==> src/rtl/bus_arb_pkg.sv <==
// Shared constants and types for the two-master bus arbiter:
// drw bit positions, one-hot grant encodings and the lock counter width.
package bus_arb_pkg;

    localparam int DRW_WRITE_BIT = 0;
    localparam int DRW_READ_BIT  = 1;
    localparam int LCNT_W        = 4;

    typedef enum logic [1:0] {
        GNT_IDLE = 2'b00,
        GNT_M0   = 2'b01,
        GNT_M1   = 2'b10
    } gnt_e;

    // Map a master index to its one-hot grant.
    function automatic gnt_e gnt_for(input logic m);
        return m ? GNT_M1 : GNT_M0;
    endfunction

endpackage

==> src/rtl/rr_pick2.sv <==
// Combinational two-way round-robin picker.
// On a tie, the master that was not granted last wins.
module rr_pick2
    import bus_arb_pkg::*;
(
    input  logic [1:0] eligible_i,
    input  logic       last_i,
    output gnt_e       gnt_o
);

    // Resolve eligibility to a one-hot grant.
    always_comb begin
        gnt_o = GNT_IDLE;
        case (eligible_i)
            2'b01:   gnt_o = GNT_M0;
            2'b10:   gnt_o = GNT_M1;
            2'b11:   gnt_o = gnt_for(~last_i);
            default: gnt_o = GNT_IDLE;
        endcase
    end

endmodule

==> src/rtl/mod_bus_arb.sv <==
// Two-master single-cycle bus arbiter with round-robin fairness.
// Define ARB_LOCK_EN to build the bounded bus-lock feature (MAX_LOCK grants).
module mod_bus_arb
    import bus_arb_pkg::*;
#(
    parameter int MAX_LOCK = 4
) (
    input  logic        clk,
    input  logic        rst,
    input  logic        m0_req,
    input  logic        m0_lock,
    input  logic [31:0] m0_daddr,
    input  logic [1:0]  m0_drw,
    input  logic [31:0] m0_din,
    output logic        m0_ack,
    output logic [31:0] m0_dout,
    input  logic        m1_req,
    input  logic        m1_lock,
    input  logic [31:0] m1_daddr,
    input  logic [1:0]  m1_drw,
    input  logic [31:0] m1_din,
    output logic        m1_ack,
    output logic [31:0] m1_dout,
    output logic        s_de,
    output logic [31:0] s_daddr,
    output logic [1:0]  s_drw,
    output logic [31:0] s_din,
    input  logic [31:0] s_dout
);

    gnt_e       grant_q, grant_d, pick_s;
    logic       last_q, last_d;
    logic [1:0] elig_s;

    // A master just granted sits out one cycle so the other can get in.
    assign elig_s = {m1_req & ~grant_q[1], m0_req & ~grant_q[0]};

    rr_pick2 u_pick (
        .eligible_i (elig_s),
        .last_i     (last_q),
        .gnt_o      (pick_s)
    );

`ifdef ARB_LOCK_EN
    logic [LCNT_W-1:0] lcnt_q, lcnt_d;
    logic              run_ok_s, hold_s;

    assign run_ok_s = ({1'b0, lcnt_q} + 5'd1) < 5'(MAX_LOCK);

    // Lock override: current grantee keeps the bus while locked, requesting and under the limit.
    always_comb begin
        hold_s  = 1'b0;
        grant_d = pick_s;
        lcnt_d  = '0;
        case (grant_q)
            GNT_M0:  hold_s = m0_lock & m0_req & run_ok_s;
            GNT_M1:  hold_s = m1_lock & m1_req & run_ok_s;
            default: hold_s = 1'b0;
        endcase
        if (hold_s) begin
            grant_d = grant_q;
            lcnt_d  = lcnt_q + LCNT_W'(1);
        end else begin
            grant_d = pick_s;
            lcnt_d  = '0;
        end
    end

    // Lock run counter.
    always_ff @(posedge clk) begin
        if (rst) begin
            lcnt_q <= '0;
        end else begin
            lcnt_q <= lcnt_d;
        end
    end
`else
    logic lock_unused_s;
    assign lock_unused_s = m0_lock ^ m1_lock;
    assign grant_d       = pick_s;
`endif

    // Pointer follows the new grantee and holds while idle.
    always_comb begin
        last_d = last_q;
        case (grant_d)
            GNT_M0:  last_d = 1'b0;
            GNT_M1:  last_d = 1'b1;
            default: last_d = last_q;
        endcase
    end

    // Grant and pointer registers; master 0 wins the first tie after reset.
    always_ff @(posedge clk) begin
        if (rst) begin
            grant_q <= GNT_IDLE;
            last_q  <= 1'b1;
        end else begin
            grant_q <= grant_d;
            last_q  <= last_d;
        end
    end

    // Slave mux driven only from the grant register; rst kills the enable at once.
    always_comb begin
        s_de    = 1'b0;
        s_daddr = 32'd0;
        s_drw   = 2'b00;
        s_din   = 32'd0;
        case (grant_q)
            GNT_M0: begin
                s_de    = ~rst;
                s_daddr = m0_daddr;
                s_drw   = m0_drw;
                s_din   = m0_din;
            end
            GNT_M1: begin
                s_de    = ~rst;
                s_daddr = m1_daddr;
                s_drw   = m1_drw;
                s_din   = m1_din;
            end
            default: s_de = 1'b0;
        endcase
    end

    assign m0_ack  = grant_q[0];
    assign m1_ack  = grant_q[1];
    assign m0_dout = grant_q[0] ? s_dout : 32'd0;
    assign m1_dout = grant_q[1] ? s_dout : 32'd0;

endmodule
==> config.mk <==
export PLATFORM = sky130hd
export DESIGN_NAME = mod_bus_arb
export DESIGN_NICKNAME = d
export VERILOG_FILES = /design/src/rtl/bus_arb_pkg.sv /design/src/rtl/rr_pick2.sv /design/src/rtl/mod_bus_arb.sv
export SDC_FILE = /design/constraint.sdc
export NUM_CORES = 1
export LEC_CHECK = 0
export ABC_CLOCK_PERIOD_IN_PS = 1700
export CAP_MARGIN = 20
export CORE_AREA = 2 2 118 120
export CTS_CLUSTER_DIAMETER = 100
export DETAILED_ROUTE_END_ITERATION = 8
export DIE_AREA = 0 0 120 122
export PLACE_DENSITY_LB_ADDON = 0.12
export SYNTH_ARGS = -nofsm -noshare
export SYNTH_HDL_FRONTEND = slang
export SYNTH_SLANG_ARGS = --single-unit
==> constraint.sdc <==
create_clock -name clk -period 1.7 [get_ports clk]
set_input_delay 0.17 -clock clk [delete_from_list [all_inputs] [get_ports clk]]
set_output_delay 0.17 -clock clk [all_outputs]
set_load 0.02 [all_outputs]
==> impl_results.md <==
- Final net count: 734
- Mapped Area: 0.00147 mm2
- Multiplexer share of the synthesized area: 0.679%
- Standard-cell rows: 43
- Post-synthesis compound-gate area fraction: 35.5%
- CP endpoint kind: primary output
- Arr. time, crit path: 1530 ps
- Critical path type: flip-flop to primary output
- Max frequency: 590 MHz
- Detail Route Antenna Nets: 0
- Post-synth top cells: nor2_1 (67), a22oi_1 (66), and2_1 (64)
- Total CTS buffers: 3
- Clock Path Buffers: 2
- Die Width: 120 um
- Placer Congestion: 0.801
- Total Wirelength: 12.8 mm
- Setup TNS: 0 ps
- Worst-path clk slew: 30 ps
- Die area: 0.0146 mm2
- Area delta synth->final: 276%
- Fin crit share: 99.8%
- H-tree depth: 1
- Final max-slew violation count: 0
- Actual slew at the worst max-slew pin: 256 ps
- Yosys reg bits: 3
- Peak VDD IR: 0.000297 V
- Drc violations: 0
- Initial Utilization: 10.9%
- Leakage power: 0.00240 uW
- Number of flops mapped to enable cells by yosys: 0
- Register area share after synthesis: 4.07%
- Post-synthesis cell type count: 19
- Fin util: 41.1%
- DR pass1 iterations: 4
- Latest clock arrival within the worst-skew pair: 230 ps
- Diodes inserted: 0
- Worst-path fanout max: 14
- Async set or reset register ratio after synthesis: 0%
- Max-cap viol count: 0
- Rel. slew slack: 82.9%
- WL/cell: 17.3 um
- Root Driver: clkbuf_16
- Number of vias per cell: 4.20
- Critical Path Start Type: flip-flop
- Via count: 3105
- Final hold violation count: 0
- Die height: 122 um
- YS warnings: 0
- Initial antenna violation count: 0
- Crit path required time: 1530 ps
- First-pass GRT wire length: 17.1 mm
- CTS tree: built
- PortBufs: 300
- Min Hold Slack: 505 ps
- Final setup fails: 0
- XOR/XNOR share of the synthesized area: 0%
- Sink Count: 3
- Share of cells above drive strength 1: 35.7%
- Ranking of synthesized cells by area: a22oi_1 (34%), and2_1 (27%), nor2_1 (17%)
- Fin crit period: 1700 ps
- Most common cell in the synthesized netlist: nor2_1
- Outcome: complete, no violations
- DP Wirelength: 8.89 mm
- Gr usage total: 14.7%
- Pin count of the biggest net entering global routing: 36
- Pwr Density: 391 mW/mm2
- Hold WC Path Type: flip-flop to flip-flop
- Mean Syn Cell Area: 6.12 um2
- RSZ-0062 raised after global routing: yes
- Clock Skew: 0.846 ps
- Area leader, netlist: a22oi_1
- Hold Buf Count CTS: 0
- Total gr overflow: 0
- Post-synth top area share: 33.6%
- Vias in the first global route: 3056
- Core footprint: 0.0135 mm2
- Syn nets: 414
- Initial DRC Count: 93
- Most used flip-flop cell after synthesis: dfxtp_1
- Syn Inst Count: 241
- Post-Synth Simple-Gate Area: 45.3%
- Synth Area in Adders: 2.55%
- Number of top-level pins: 303
- Main combinational cell family by area after synthesis: simple AND/OR/NAND/NOR gates
## sequential cells by signal, indices dropped and copies added (netlist names)
| name | cells |
|---|---|
| last_q | 1 |
| grant_q | 2 |
## layer usage
metal | global-route usage (%) | vias up | share of wire [%]
met5 | 0 | - | 0
met4 | 2.43 | 0 | 0.83
met1 | 16.3 | 1416 | 39
met2 | 27.7 | 197 | 50
met3 | 4.78 | 10 | 11
li1 | - | 1482 | -
## final cells by class
cell class,instances,area [um2]
timing repair buffer,342,3410
inverter,3,13.8
fill,1408,7960
sequential,3,67.6
clock buffer,4,78.8
tap,180,225
multi-input combinational,208,1750
## metrics by stage
step / setup slack (ps) / instance area [um2] / power [uW] / std cells
6_report: 4.01 / 5550 / 2170 / 740
5_1_grt: -47.7 / 5550 / 2290 / 740
4_1_cts: -59.6 / 5110 / 2020 / 725
3_5_place_dp: -182 / 4980 / 1500 / 709
3_3_place_gp: -170 / 4980 / 1500 / 709
2_1_floorplan: 19.4 / 1710 / 702 / 241
## power breakdown
part | switching [uW] | internal (uW)
clock network | 68.4 | 310
registers | 10.6 | 77.9
logic | 765 | 937
## cells in the final DEF, fill, tap and decap left out, types with 4 or more instances in the layout
master / Yosys / routed
dlygate4sd2_1: 0 / 51
buf_12: 0 / 10
a22oi_2: 0 / 45
buf_6: 4 / 15
buf_16: 0 / 4
a22oi_1: 66 / 21
dlymetal6s2s_1: 0 / 5
clkbuf_16: 0 / 10
nor2_1: 67 / 30
buf_2: 8 / 38
clkdlybuf4s50_1: 0 / 177
nor2_4: 0 / 34
buf_4: 6 / 32
and2_1: 64 / 64
## worst paths after layout
check	cells past startpoint	startpoint	endpoint	slack, ps
max	7	grant_q[1]	s_daddr[1]	4
min	1	last_q	grant_q[1]	500
max reg2reg	6	grant_q[0]	last_q	170
min reg2reg	1	last_q	grant_q[1]	500
## kinds of logic (layout without fill, tap and decap cells)
logic type,count (synthesis),in the layout
mux,1,1
fa+ha+maj,3,3
buf+inv,30,349
compound gates,70,70
simple gates,134,134
flops,3,3
## repair_timing
| item | 4_1_cts | 5_1_grt |
|---|---|---|
| pin swaps | 12 | 18 |
| setup buffers | 9 | 6 |
| gates resized for setup | 376 | 56 |
| endpoints found under the setup margin | 120 | 46 |
| endpoints found under the hold margin | 0 | 0 |
| gates cloned | 3 | 9 |
## critical path, cell delays in order (launching register included)
cell     delay (ps)
dfxtp_4         360
inv_2            50
ha_4            180
buf_4           160
buf_16          150
a22oi_2         210
nor2_4           40
buf_2           150
No activity file was read; power rests on OpenSTA's default activity.
